<file path="src/rtl/mips_fetch_pkg.sv">
// mips_fetch_pkg: shared types and defaults for the instruction fetch front end.
package mips_fetch_pkg;
    typedef enum logic [0:0] {S_BOOT, S_FETCH} fetch_state_t;
    typedef struct packed {
        logic [31:0] pc;
        logic [31:0] inst;
    } fetch_entry_t;
    localparam logic [31:0] DEFAULT_RESET_PC = 32'hBFC0_0000;
endpackage

</file>
<file path="src/rtl/if_inst_fifo.sv">
// if_inst_fifo: synchronous FIFO with flush, used for the decode buffer and the in-flight PC queue.
module if_inst_fifo #(
    parameter int W     = 64,
    parameter int DEPTH = 4
) (
    input  logic                       clk,
    input  logic                       rst,
    input  logic                       push,
    input  logic                       pop,
    input  logic                       flush,
    input  logic [W-1:0]               din,
    output logic [W-1:0]               dout,
    output logic                       full,
    output logic                       empty,
    output logic [$clog2(DEPTH+1)-1:0] count
);
    localparam int AW = DEPTH > 1 ? $clog2(DEPTH) : 1;
    localparam int CW = $clog2(DEPTH + 1);
    logic [W-1:0]  mem_q [DEPTH];
    logic [AW-1:0] rd_q, rd_d, wr_q, wr_d;
    logic [CW-1:0] cnt_q, cnt_d;
    logic          do_push, do_pop;
    function automatic logic [AW-1:0] nxt(input logic [AW-1:0] p);
        return p == AW'(DEPTH - 1) ? '0 : p + 1'b1;
    endfunction
    assign full    = cnt_q == CW'(DEPTH);
    assign empty   = cnt_q == '0;
    assign count   = cnt_q;
    assign dout    = mem_q[rd_q];
    assign do_push = push && !full;
    assign do_pop  = pop && !empty;
    always_comb begin
        rd_d  = flush ? '0 : do_pop ? nxt(rd_q) : rd_q;
        wr_d  = flush ? '0 : do_push ? nxt(wr_q) : wr_q;
        cnt_d = flush ? '0 : cnt_q + CW'(do_push) - CW'(do_pop);
    end
    always_ff @(posedge clk) begin
        if (rst) begin
            rd_q  <= '0;
            wr_q  <= '0;
            cnt_q <= '0;
        end else begin
            rd_q  <= rd_d;
            wr_q  <= wr_d;
            cnt_q <= cnt_d;
        end
        if (do_push && !flush) mem_q[wr_q] <= din;
    end
endmodule

</file>
<file path="src/rtl/if_fetch_unit.sv">
// if_fetch_unit: in-order instruction fetch with decode buffer and branch redirect/squash.
// Define IF_REDIRECT_STATS_EN to add the Redirect_Cnt/Squash_Cnt statistics outputs.
module if_fetch_unit
    import mips_fetch_pkg::*;
#(
    parameter logic [31:0] RESET_PC = DEFAULT_RESET_PC,
    parameter int          DEPTH    = 4,
    parameter int          MAX_OUT  = 4
) (
    input  logic        clk,
    input  logic        rst,
    input  logic        Branch,
    input  logic [31:0] Branch_To,
    output logic        IM_Req,
    output logic [31:0] IM_Addr,
    input  logic        IM_Gnt,
    input  logic        IM_Rvalid,
    input  logic [31:0] IM_Rdata,
    input  logic        ID_Ready,
`ifdef IF_REDIRECT_STATS_EN
    output logic [31:0] Redirect_Cnt,
    output logic [31:0] Squash_Cnt,
`endif
    output logic        Inst_Valid,
    output logic [31:0] Inst,
    output logic [31:0] Inst_PC
);
    localparam int OW = $clog2(MAX_OUT + 1);
    localparam int CW = $clog2(DEPTH + 1);
    fetch_state_t  state_q, state_d;
    logic [31:0]   pc_q, pc_d;
    logic [OW-1:0] out_q, out_d, sq_q, sq_d, pc_cnt;
    logic [CW-1:0] buf_cnt;
    logic          rv, grant, drop, buf_push, buf_pop, buf_full, buf_empty, pc_full, pc_empty;
    logic [31:0]   pc_head;
    fetch_entry_t  buf_head, buf_din;
    // Responses after a reset belong to a memory that was reset too, so nothing outstanding means ignore.
    assign rv         = IM_Rvalid && out_q != '0;
    assign IM_Req     = state_q == S_FETCH && !Branch && 32'(out_q) + 32'(buf_cnt) < 32'(DEPTH)
                        && 32'(out_q) < 32'(MAX_OUT);
    assign IM_Addr    = pc_q & ~32'h3;
    assign grant      = IM_Req && IM_Gnt;
    assign drop       = rv && (Branch || sq_q != '0);
    assign buf_push   = rv && !drop;
    assign buf_pop    = !buf_empty && ID_Ready && !Branch;
    assign buf_din    = '{pc: pc_head, inst: IM_Rdata};
    assign Inst_Valid = !buf_empty;
    assign Inst       = buf_head.inst;
    assign Inst_PC    = buf_head.pc;
    always_comb begin
        state_d = S_FETCH;
        pc_d    = Branch ? Branch_To : grant ? pc_q + 32'd4 : pc_q;
        out_d   = out_q + OW'(grant) - OW'(rv);
        sq_d    = Branch ? out_d : sq_q - OW'(rv && sq_q != '0);
    end
    always_ff @(posedge clk) begin
        if (rst) begin
            state_q <= S_BOOT;
            pc_q    <= RESET_PC;
            out_q   <= '0;
            sq_q    <= '0;
        end else begin
            state_q <= state_d;
            pc_q    <= pc_d;
            out_q   <= out_d;
            sq_q    <= sq_d;
        end
    end
    if_inst_fifo #(.W($bits(fetch_entry_t)), .DEPTH(DEPTH)) u_buf (
        .clk(clk), .rst(rst), .push(buf_push), .pop(buf_pop), .flush(Branch),
        .din(buf_din), .dout(buf_head), .full(buf_full), .empty(buf_empty), .count(buf_cnt)
    );
    if_inst_fifo #(.W(32), .DEPTH(MAX_OUT)) u_pcq (
        .clk(clk), .rst(rst), .push(grant), .pop(buf_push), .flush(Branch),
        .din(IM_Addr), .dout(pc_head), .full(pc_full), .empty(pc_empty), .count(pc_cnt)
    );
    a_no_overflow: assert property (@(posedge clk) disable iff (rst) !(buf_push && buf_full));
    a_pcq_push:    assert property (@(posedge clk) disable iff (rst) !(grant && pc_full));
    a_pcq_pop:     assert property (@(posedge clk) disable iff (rst) !(buf_push && pc_empty));
    a_pcq_track:   assert property (@(posedge clk) disable iff (rst) 32'(pc_cnt) + 32'(sq_q) == 32'(out_q));
`ifdef IF_REDIRECT_STATS_EN
    logic [31:0] redir_q, redir_d, sqc_q, sqc_d;
    always_comb begin
        redir_d = redir_q + 32'(Branch);
        sqc_d   = sqc_q + 32'(drop);
    end
    always_ff @(posedge clk) begin
        if (rst) begin
            redir_q <= '0;
            sqc_q   <= '0;
        end else begin
            redir_q <= redir_d;
            sqc_q   <= sqc_d;
        end
    end
    assign Redirect_Cnt = redir_q;
    assign Squash_Cnt   = sqc_q;
`endif
endmodule

</file>
<file path="config.mk">
export PLATFORM = sky130hd
export DESIGN_NAME = if_fetch_unit
export DESIGN_NICKNAME = d
export VERILOG_FILES = /design/src/rtl/mips_fetch_pkg.sv /design/src/rtl/if_inst_fifo.sv /design/src/rtl/if_fetch_unit.sv
export SDC_FILE = /design/constraint.sdc
export NUM_CORES = 1
export LEC_CHECK = 0
export ABC_CLOCK_PERIOD_IN_PS = 6200
export CORE_ASPECT_RATIO = 1.75
export CORE_MARGIN = 1
export CORE_UTILIZATION = 61
export DETAILED_ROUTE_END_ITERATION = 8
export PLACE_DENSITY = 0.85
export SYNTH_ARGS = -nofsm -noshare
export SYNTH_HDL_FRONTEND = slang
export SYNTH_SLANG_ARGS = --single-unit
</file>
<file path="constraint.sdc">
create_clock -name clk -period 6.2 [get_ports clk]
set_clock_uncertainty 0.05 [all_clocks]
set_input_delay 0.93 -clock clk [delete_from_list [all_inputs] [get_ports clk]]
set_output_delay 0.93 -clock clk [all_outputs]
set_load 0.005 [all_outputs]
</file>
# Word level (Yosys, flattened, before mapping)
# Memories as Yosys holds them, arrays and structs flattened. A register that Yosys moved wholly into a read port is not among the register bits.
# Cells that the tools add are included.
# Widths: inputs -> output; s select.
op_classes:
  add_sub_neg: 13
  magnitude_cmp: 2
  eq_ne: 6
  n_mux: 16
  n_reduce_logical: 29
op_table:
  columns: ["op", "n"]
  rows:
  - ["$mux 32", 2]
  - ["$add 32x3->32 const B", 1]
  - ["$logic_and 1x1->1", 16]
  - ["$mux 2", 8]
  - ["$sub 3x1->3", 4]
  - ["$add 3x1->3", 3]
  - ["$add 2x1->2 const B", 4]
  - ["$eq 2x2->1 const B", 4]
  - ["$eq 3x3->1 const B", 2]
  - ["$logic_not 1->1", 6]
  - ["$logic_not 3->1", 2]
  - ["$reduce_bool 3->1", 2]
  - ["$mux 1", 5]
  - ["$add 3x3->4", 1]
  - ["$lt 4x3->1 const B", 1]
  - ["$lt 3x3->1 const B", 1]
  - ["$mux 3", 1]
  - ["$reduce_bool 2->1", 1]
  - ["$reduce_or 2->1", 1]
  - ["$logic_or 1x1->1", 1]
word_totals:
  reg_bits: 53
  mem_bits_rw: 376
  input_bits: 70
  out_inout_bits: 98
  wordCells: 78
  n_memories: 2
memory_table:
  columns: ["name", "depth", "width", "read_ports", "rd_clocked_by_memory_dff", "write_ports", "line_no", "text"]
  rows:
  - ["u_buf.mem_q", 4, 64, 1, 1, 1, "if_inst_fifo.sv:19", "logic [W-1:0] mem_q [DEPTH];"]
  - ["u_pcq.mem_q", 4, 30, 1, 1, 1, "if_inst_fifo.sv:19", null]

# Logic depth before layout (Yosys ltp)
# Gate-level depths: netlist of the first run.
logic_depth:
  ltp_word: 9
  mapped_depth: 12
  ltp_nobuf: 12

# By module
# A second synthesis of the first run with hierarchy kept.
unflattened:
  cells_unflattened: 882
  area_unflattened_um2: 17130.2
by_module_without_submodules:
  columns: ["mod", "instances", "cells_per_inst", "area_per_inst_um2"]
  rows:
  - ["if_inst_fifo at u_buf", 1, 385, 9804.4]
  - ["if_inst_fifo at u_pcq", 1, 218, 5128.7]
  - ["if_fetch_unit", 1, 279, 2197.1]

# Worst setup path before layout of the first run
# OpenSTA, ideal clock, no wires.
synth_path:
  path_type: "input to register"
  from: "input Branch"
  to: "memory u_buf.mem_q[0][0] (enable)"
  setup_ns: 0.426
  t_arrival_ns: 3.118
  required_ns: 5.724
  path_slack_ns: 2.606
  cell_stages: 5
  n_path_buf: 1
  path_cell_list: "buf_6 -> inv_1 -> nand3_1 -> a31oi_1 -> and2_1"
synth_between:
  elab_chain_cells: 8
synth_lines:
  columns: ["item", "line_no", "text"]
  rows:
  - ["start, declared", "if_fetch_unit.sv:12", "input logic Branch,"]
  - ["$logic_or 1x1->1", "if_fetch_unit.sv:43", "assign drop = rv && (Branch || sq_q != '0);"]
  - ["$logic_and 1x1->1", "if_fetch_unit.sv:43", null]
  - ["$logic_not 1->1", "if_fetch_unit.sv:44", "assign buf_push = rv && !drop;"]
  - ["$logic_and 1x1->1", "if_fetch_unit.sv:44", null]
  - ["$logic_and 1x1->1", "if_inst_fifo.sv:30", "assign do_push = push && !full;"]
  - ["named net u_buf.do_push", "if_inst_fifo.sv:22", "logic do_push, do_pop;"]
  - ["$logic_and 1x1->1", "if_inst_fifo.sv:47", "if (do_push && !flush) mem_q[wr_q] <= din;"]
  - ["$mux 1", "if_inst_fifo.sv:47", null]
  - ["$mux 1 (implied by the code)", "if_inst_fifo.sv:47", null]
  - ["end, declared", "if_inst_fifo.sv:19", null]
# The timed path passes the listed nets, and every way through them passes these cells.

==> results of run 1 <==
final cells by class:
cell class	instances	area, um^2
flip-flops and latches	423	12200
fillers	1480	6520
multi-input cells	368	3890
repair buffers	177	1730
clock buffers	46	1010
well taps	320	400
clock inverters	22	253
inverters	23	86.3
placed cells by master, fill, tap and decap left out, types with 7 or more instances in the layout:
master,count
edfxtp_1,368
clkdlybuf4s50_1,161
mux4_2,92
dfxtp_1,51
nor2_1,39
clkbuf_16,39
a21oi_1,32
inv_1,23
nand2_1,21
o21ai_0,21
ha_1,21
nand3_1,18
buf_4,16
a31oi_1,13
nand4_1,11
nor3_1,9
and2_2,8
xnor2_1,8
and3_1,7
and2_1,7
mux2i_1,7
power by group:
| part | switching [uW] | leakage [uW] | total, uW | internal [uW] |
|---|---|---|---|---|
| sequential | 75.2 | 0.00378 | 3290 | 3220 |
| clock | 984 | 0.000613 | 2360 | 1380 |
| combinational | 250 | 0.00189 | 549 | 299 |
| total | 1310 | 0.00628 | 6210 | 4900 |
worst paths after layout:
path / startpoint / end / cells after the start
hold / removal: u_buf.rd_q[1]$_SDFFE_PP0P_ / flip-flop / 2
hold reg to reg: u_buf.rd_q[1]$_SDFFE_PP0P_ / flip-flop / 2
setup reg to reg: out_q[2]$_SDFF_PP0_ / u_pcq.mem_q[0][26]$_DFFE_PP_ / 5
setup / recovery: flip-flop / Inst[22] / 3
per-stage QoR:
stage          cell area [um^2]  worst slack, ns  total power (uW)  cells  hold WS, ns
6_report                  19500             2.18              6210   1379        0.471
3_3_place_gp              18300             2.13              3880   1311        0.441
3_5_place_dp              18300             2.06              3900   1311        0.452
4_1_cts                   19500             2.06              6250   1379        0.475
2_1_floorplan             16300             2.61              3620    856        0.404
5_1_grt                   19500             1.96              6410   1379        0.520
worst min-delay path: cells and delay by family (launching register included):
kind               cells  cell delay, ns
AOI/OAI and AO/OA      1            0.10
DFF                    1            0.31
and+or+nand+nor        1            0.05
state kept, by name (all words and copies together), names as in the netlist, named ones only:
name	count
u_buf.mem_q	248
u_pcq.mem_q	120
pc_q	30
out_q	3
sq_q	3
u_buf.count	3
u_pcq.count	3
u_buf.rd_q	2
u_buf.wr_q	2
u_pcq.rd_q	2
u_pcq.wr_q	2
state_q	1
synth_stat cells, types with 2 or more instances:
| master | count | area [um^2] |
|---|---|---|
| nand2_1 | 21 | 78.8 |
| fa_1 | 3 | 60.1 |
| nand3_1 | 18 | 90.1 |
| a311oi_1 | 2 | 17.5 |
| buf_2 | 12 | 60.1 |
| o311ai_0 | 6 | 52.6 |
| a41oi_1 | 2 | 17.5 |
| nand4_1 | 11 | 68.8 |
| a211oi_1 | 3 | 22.5 |
| o21ai_0 | 21 | 105 |
| and4_1 | 4 | 35.0 |
| nor3_1 | 9 | 45.0 |
| a31o_2 | 2 | 17.5 |
| buf_4 | 5 | 37.5 |
| and2_1 | 15 | 93.8 |
| xor2_1 | 2 | 17.5 |
| o211ai_1 | 2 | 15.0 |
| mux4_2 | 92 | 2070 |
| or3_1 | 4 | 25.0 |
| and3_1 | 7 | 43.8 |
| dfxtp_1 | 55 | 1100 |
| ha_1 | 21 | 263 |
| a31oi_1 | 13 | 81.3 |
| mux2i_1 | 7 | 70.1 |
| a21oi_1 | 32 | 160 |
| edfxtp_1 | 368 | 11100 |
| nor2_1 | 39 | 146 |
| buf_1 | 3 | 11.3 |
| clkbuf_1 | 21 | 78.8 |
| a32oi_1 | 2 | 17.5 |
| inv_1 | 23 | 86.3 |
| xnor2_1 | 8 | 70.1 |
| nor2b_1 | 4 | 25.0 |
routing by layer:
| layer | vias up | GRT usage, % |
|---|---|---|
| met1 | 4239 | 28.0 |
| li1 | 3783 | - |
| met4 | 0 | 9.67 |
| met5 | - | 0 |
| met3 | 52 | 3.35 |
| met2 | 345 | 43.3 |
logic make-up (layout without fill, tap and decap cells):
kind of cell / Yosys count / in the layout / share of synthesized area, %
AND/OR/NAND/NOR: 142 / 142 / 4.71
multiplexers: 100 / 100 / 13.2
flip-flops: 423 / 423 / 74.5
other: 1 / 4 / 0.0230
AO/OA/AOI/OAI: 88 / 88 / 3.29
adder cells (fa/ha/maj): 24 / 24 / 1.98
XOR/XNOR: 10 / 10 / 0.537
buffers and inverters: 65 / 268 / 1.75
==> results.yml, run 1 <==
outcome:
  outcome: "finished, violations left"
  violations: "design-rule violations"
timing:
  finalHoldViolCount: 0
  final_max_slew_viol_count: 0
  fmax_ghz: 0.249
  fin_crit_sh_pct: 64.8
  rsz0062_at_grt: "false"
  relSlewSlack_pct: 24.4
  fin_tns_setup_ns: 0
  fin_crit_ns: 4.02
  tightest_slew_ns: 1.13
  setup_viol: 0
synth:
  synth_ff_type: "edfxtp_1"
  ys_types: 49
  ys_ff_latch: 423
  synth_warnings: 0
  synth_edf_count: 368
  synth-seq-area-share_pct: 74.5
  async_reset_ff_share_pct: 0
  synthCells: 853
  synth_area_um2: 16300
  syn_avg_cell_area_um2: 19.1
floorplan:
  initial_core_util_pct: 62.6
  fp-row-count: 78
  die_h_um: 218
  core-area_um2: 26100
  dieArea_um2: 27400
  die_x_um: 126
  num_io_pins: 168
global_route:
  grt_max_degree: 39
  grt_pass1_vias: 8842
  grt_antenna_before_repair: 0
  track_usage_pct: 23.6
  grt_pass1_wl_um: 48600
  grt_overflow: 0
routing:
  wl_met2_um: 17200
  highest_layer: "met4"
  drt-initial-drc-count: 593
  via_per_inst: 6.11
  wl_per_cell_um: 22.5
  met1_length_um: 11300
  routed_wl_um: 31000
  ant_nets: 0
  drc: 12
  wl_met3_um: 1690
  dr.pass1.iters: 7
  vias: 8419
clock_network:
  numCtsBuffers: 37
  cts_sinks: 423
  clockBufferDepth: 3
  clockRootBuffer: "clkbuf_16"
  ctsHoldBuffers: 0
  cts_resized: 0
  cts_tree: "done"
  postCtsSetupBuffers: 0
  clock_latency_ns: 0.52
  path_clk_slew_ns: 0.06
  htree_levels: 2
final_layout:
  final_util_pct: 75.0
  nets: 1124
  drive_gt1_share_pct: 17.6
  syn2layout_area_growth_pct: 19.8
  antenna_cells: 0
power_and_ir_drop:
  power_leakage_uw: 0.00628
  peakVddDrop_mv: 0.265
  power.density_nw_per_um2: 318
job:
  max_cap_viol_count: 0
placed_design:
  place_hpwl_um: 19500
  gp_congestion: 0.814
  buffer_ports.inserted: 161
setup_path:
  crit_slowest_cell: "dfxtp_4"
  path_cells: "buf_4, mux4_2, clkdlybuf4s50_1"
  crit_required_ns: 5.22
  start_kind: "flip-flop"
  path_buf_inv: 2
  crit_type: "flip-flop to output port"
  rrSetupSlack_ns: 2.74
  crit_family: "buffers and inverters"
  cp_max_fo: 38
  end_kind: "output port"
  crit_arrival_ns: 3.04
  cp_slowest_stage_delay_ns: 0.83
min_path:
  hold_path.class: "flip-flop to flip-flop"
Note: power is estimated with default switching activity, not from simulation.
==> inputs of run 2 (changes only) <==
--- a/config.mk
+++ b/config.mk
@@ -5,12 +5,12 @@
 export SDC_FILE = /design/constraint.sdc
 export NUM_CORES = 1
 export LEC_CHECK = 0
-export ABC_CLOCK_PERIOD_IN_PS = 6200
+export ABC_CLOCK_PERIOD_IN_PS = 4100
 export CORE_ASPECT_RATIO = 1.75
 export CORE_MARGIN = 1
-export CORE_UTILIZATION = 61
+export CORE_UTILIZATION = 56
 export DETAILED_ROUTE_END_ITERATION = 8
-export PLACE_DENSITY = 0.85
+export PLACE_DENSITY = 0.79
 export SYNTH_ARGS = -nofsm -noshare
 export SYNTH_HDL_FRONTEND = slang
 export SYNTH_SLANG_ARGS = --single-unit
==> constraint.sdc (replaced) <==
create_clock -name clk -period 4.1 [get_ports clk]
set_clock_uncertainty 0.05 [all_clocks]
set_input_delay 0.615 -clock clk [delete_from_list [all_inputs] [get_ports clk]]
set_output_delay 0.615 -clock clk [all_outputs]
set_load 0.005 [all_outputs]
==> results.yml, run 2 (synthesis results as in run 1) <==
global_route:
  grt_antenna_before_repair: 0
  grt_pass1_vias: 8865
  track_usage_pct: 22.2
  grt_pass1_wl_um: 48900
  grt_overflow: 0
  grt_max_degree: 63
clock_network:
  clockBufferDepth: 3
  htree_levels: 2
  cts_tree: "done"
  ctsHoldBuffers: 0
  cts_resized: 0
  clockRootBuffer: "clkbuf_16"
  postCtsSetupBuffers: 0
  cts_sinks: 423
  clock_latency_ns: 0.53
  path_clk_slew_ns: 0.07
  numCtsBuffers: 37
placed_design:
  place_hpwl_um: 19400
  buffer_ports.inserted: 161
  dpl_cell_area_um2: 18500
  gp_congestion: 0.872
  post-place-ws_ns: 0.685
floorplan:
  core-area_um2: 28600
  fp-row-count: 82
  num_io_pins: 168
  die_x_um: 131
  die_h_um: 228
  initial_core_util_pct: 57.0
  dieArea_um2: 29800
routing:
  drc: 0
  drt-initial-drc-count: 570
  via_per_inst: 5.85
  dr.pass1.iters: 5
  ant_nets: 0
  wl_per_cell_um: 21.7
  routed_wl_um: 31400
  vias: 8455
setup_path:
  crit_arrival_ns: 3.63
  reg2regPathDepth: 12
  crit_slowest_cell: "dfxtp_1"
  crit_type: "flip-flop to flip-flop"
  start_kind: "flip-flop"
  rrSetupSlack_ns: 0.83
  worstReg2RegEnd: "sq_q[2]$_SDFF_PP0_"
  path_cells: "ha_1, nor4b_1, nand4_1, ha_1, inv_1, ha_1, fa_1, xnor2_1, xnor2_1, nor2_1, nor2_1, a21oi_1"
  rr_startpoint: "out_q[2]$_SDFF_PP0_"
  cp_slowest_stage_delay_ns: 0.48
  cp_max_fo: 5
  crit_required_ns: 4.46
  worst_path_most_repeated_cell: "ha_1"
  end_kind: "flip-flop"
timing:
  fin_tns_setup_ns: 0
  fmax_ghz: 0.306
  setup_viol: 0
  finalHoldViolCount: 0
  relSlewSlack_pct: 15.1
  tightest_slew_ns: 1.27
  fin_crit_sh_pct: 79.7
  final_max_slew_viol_count: 0
  fin_crit_ns: 3.27
  rsz0062_at_grt: "false"
  worst_slack_ns: 0.832
min_path:
  hp-start: "u_buf.rd_q[1]$_SDFFE_PP0P_"
  hold_path.class: "flip-flop to flip-flop"
  hold_depth: 2
final_layout:
  most-common-layout-cells: "edfxtp_1 (368), clkdlybuf4s50_1 (161), mux4_2 (92)"
  antenna_cells: 0
  largest_register: "u_buf.mem_q"
  syn2layout_area_growth_pct: 21.2
  nFillCells: 1791
  final_common_cell: "edfxtp_1"
  reg_top3: "u_buf.mem_q: 248 flops, u_pcq.mem_q: 120 flops, pc_q: 30 flops"
  nets: 1133
  drive_gt1_share_pct: 17.4
  largest_register_ffs: 248
  final_cell_area_um2: 19800
power_and_ir_drop:
  power.density_nw_per_um2: 475
  power_leakage_uw: 0.00633
  peakVddDrop_mv: 0.417
job:
  max_cap_viol_count: 0
outcome:
  outcome: "completed"
-- run 2: through the flow --
step | util, % | instances | hold WS [ns] | power (uW)
global route | 69.0 | 1445 | 0.473 | 9690
finish | 69.0 | 1445 | 0.439 | 9380
global placement | 64.7 | 1378 | 0.416 | 5900
CTS | 69.0 | 1445 | 0.441 | 9450
detailed placement | 64.7 | 1378 | 0.432 | 5920
floorplan | - | 856 | 0.404 | 5480
-- run 2: worst max-delay path: cells and delay by family, from the launching register on --
family / cells / cell delay [ns]
and+or+nand+nor: 4 / 0.95
AOI/OAI and AO/OA: 1 / 0.04
buffers and inverters: 1 / 0.04
xor gates and xnor gates: 2 / 0.30
adders and majority gates: 4 / 1.28
DFF: 1 / 0.48
-- run 2: worst max path at each step --
stage,startpoint,endpoint,slack [ns],cells after the start
2_1_floorplan,Branch,u_buf.mem_q[1][0]$_DFFE_PP_,0.82,5
3_3_place_gp,Branch,sq_q[2]$_SDFF_PP0_,0.73,12
3_5_place_dp,Branch,u_buf.mem_q[3][25]$_DFFE_PP_,0.68,6
4_1_cts,flip-flop,Inst[11],0.81,3
5_1_grt,out_q[2]$_SDFF_PP0_,sq_q[2]$_SDFF_PP0_,0.65,12
6_report,out_q[2]$_SDFF_PP0_,sq_q[2]$_SDFF_PP0_,0.83,12
-- run 2: per-layer routing --
| layer | wire, um | vias up | GRT usage (%) |
|---|---|---|---|
| li1 | - | 3806 | - |
| met1 | 11800 | 4294 | 26.0 |
| met2 | 17100 | 287 | 39.9 |
| met5 | 0 | - | 0 |
| met3 | 1390 | 68 | 3.47 |
| met4 | 1030 | 0 | 8.87 |
-- run 2: cell type report --
class,instances,area (um^2),area share [%]
Clock buffer,44,995,5.03
Clock inverter,23,250,1.27
Inverter,23,86.3,0.437
Multi-Input combinational cell,368,3890,19.7
Sequential cell,423,12200,61.5
Tap cell,378,473,2.39
Timing Repair Buffer,186,1910,9.67
-- run 2: report_power, final --
group	switching, uW	internal [uW]	total, uW
registers	112	4860	4980
clock network	1490	2060	3550
logic	383	471	854
total	1980	7400	9380
==> inputs of run 3 (changes only) <==
--- a/config.mk
+++ b/config.mk
@@ -5,7 +5,7 @@
 export SDC_FILE = /design/constraint.sdc
 export NUM_CORES = 1
 export LEC_CHECK = 0
-export ABC_CLOCK_PERIOD_IN_PS = 4100
+export ABC_CLOCK_PERIOD_IN_PS = 3400
 export CORE_ASPECT_RATIO = 1.75
 export CORE_MARGIN = 1
 export CORE_UTILIZATION = 56
==> constraint.sdc (replaced) <==
create_clock -name clk -period 3.4 [get_ports clk]
set_clock_uncertainty 0.05 [all_clocks]
set_input_delay 0.51 -clock clk [delete_from_list [all_inputs] [get_ports clk]]
set_output_delay 0.51 -clock clk [all_outputs]
set_load 0.005 [all_outputs]
==> results.yml, run 3 (synthesis results as in run 1) <==
final_layout:
  final_util_pct: 68.9
  regArea_um2: 12200
  nFillCells: 1799
  syn2layout_area_growth_pct: 20.9
  largest_register_ffs: 248
  multi_input_area_um2: 3890
  drive_gt1_share_pct: 18.1
  antenna_cells: 0
  final_common_cell: "edfxtp_1"
  reg_top3: "u_buf.mem_q: 248 flops, u_pcq.mem_q: 120 flops, pc_q: 30 flops"
  most-common-layout-cells: "edfxtp_1 (368), clkdlybuf4s50_1 (161), mux4_2 (92)"
  largest_register: "u_buf.mem_q"
  nets: 1141
  final_cell_area_um2: 19700
setup_path:
  cp_max_fo: 19
  start_kind: "flip-flop"
  crit_required_ns: 2.84
  end_kind: "output port"
  rr_startpoint: "out_q[2]$_SDFF_PP0_"
  crit_type: "flip-flop to output port"
  crit_arrival_ns: 2.54
power_and_ir_drop:
  power.density_nw_per_um2: 560
  power_leakage_uw: 0.00634
  peakVddDrop_mv: 0.349
  finalPower_uw: 11000
timing:
  tightest_slew_ns: 1.25
  holdWs_ns: 0.468
  setup_viol: 0
  fin_crit_ns: 3.10
  fin_crit_sh_pct: 91.2
  rsz0062_at_grt: "false"
  fmax_ghz: 0.323
  final_max_slew_viol_count: 0
  relSlewSlack_pct: 16.2
  fin_tns_setup_ns: 0
  finalHoldViolCount: 0
clock_network:
  numCtsBuffers: 36
  cts_sinks: 423
  htree_levels: 2
  clockRootBuffer: "clkbuf_16"
  cts_resized: 0
  postCtsSetupBuffers: 0
  clock_latency_ns: 0.53
  path_clk_slew_ns: 0.06
  clockBufferDepth: 3
  cts_tree: "done"
  ctsHoldBuffers: 0
routing:
  drt-initial-drc-count: 497
  dr.pass1.iters: 4
  routed_wl_um: 30900
  ant_nets: 0
  via_per_inst: 5.83
  vias: 8470
  drc: 0
  wl_per_cell_um: 21.3
outcome:
  outcome: "completed"
placed_design:
  dpl_cell_area_um2: 18600
  place_hpwl_um: 19600
  gp_congestion: 0.860
  buffer_ports.inserted: 161
global_route:
  grt_max_degree: 46
  grt_pass1_wl_um: 48800
  grt_overflow: 0
  track_usage_pct: 21.9
  grt.met1_usage_pct: 26.1
  use_met2_pct: 39.1
  grtUsageMet3_pct: 3.35
  grt_antenna_before_repair: 0
  grt_pass1_vias: 8967
  top_usage_layer: "met2"
floorplan:
  die_x_um: 131
  num_io_pins: 168
  dieArea_um2: 29800
  die_h_um: 228
  initial_core_util_pct: 57.0
  fp-row-count: 82
  core-area_um2: 28600
min_path:
  hold_path.class: "flip-flop to flip-flop"
  hp-start: "u_buf.rd_q[1]$_SDFFE_PP0P_"
job:
  max_cap_viol_count: 0
==> run 3: changes by cell type in the layout (fill, tap and decap cells not counted), sizes merged <==
cell,delta
buf,+9
clkbuf,+7
clkinvlp,-4
bufinv,-3
clkinv,-3
inv,+1
==> run 3: path summary, 6_finish.rpt <==
kind	endpoint	slack, ns	cells after the start
worst max-delay path	Inst[13]	0.30	3
worst min-delay path	flip-flop	0.47	2
worst max register to register	sq_q[2]$_SDFF_PP0_	0.41	12
worst min register to register	flip-flop	0.47	2
==> run 3: worst max-delay path, stage by stage (launching register included) <==
cell	delay [ns]
dfxtp_4	0.62
buf_4	0.37
mux4_2	0.55
clkdlybuf4s50_1	0.46
==> run 3: through the flow <==
stage / instances / setup slack, ns
3_5_place_dp: 1387 / 0.309
6_report: 1452 / 0.300
3_3_place_gp: 1387 / 0.363
5_1_grt: 1452 / 0.0726
2_1_floorplan: 856 / 0.226
4_1_cts: 1452 / 0.225
==> run 3: where the power goes <==
group	internal (uW)	switching (uW)	total (uW)
clock network	2270	1740	4010
logic	568	462	1030
registers	5870	134	6000
total	8700	2340	11000
==> run 3: final cells by class <==
type / instances / area share, %
sequential: 423 / 61.7
multi-input combinational: 368 / 19.7
clock inverter: 14 / 0.673
timing repair buffer: 195 / 9.91
inverter: 23 / 0.438
tap: 378 / 2.40
clock buffer: 51 / 5.17
==> run 3: metal layers <==
metal	wire length [um]	part of all wire [%]
met5	0	0
met4	973	3.2
met3	1410	4.6
met2	17000	55
met1	11500	37
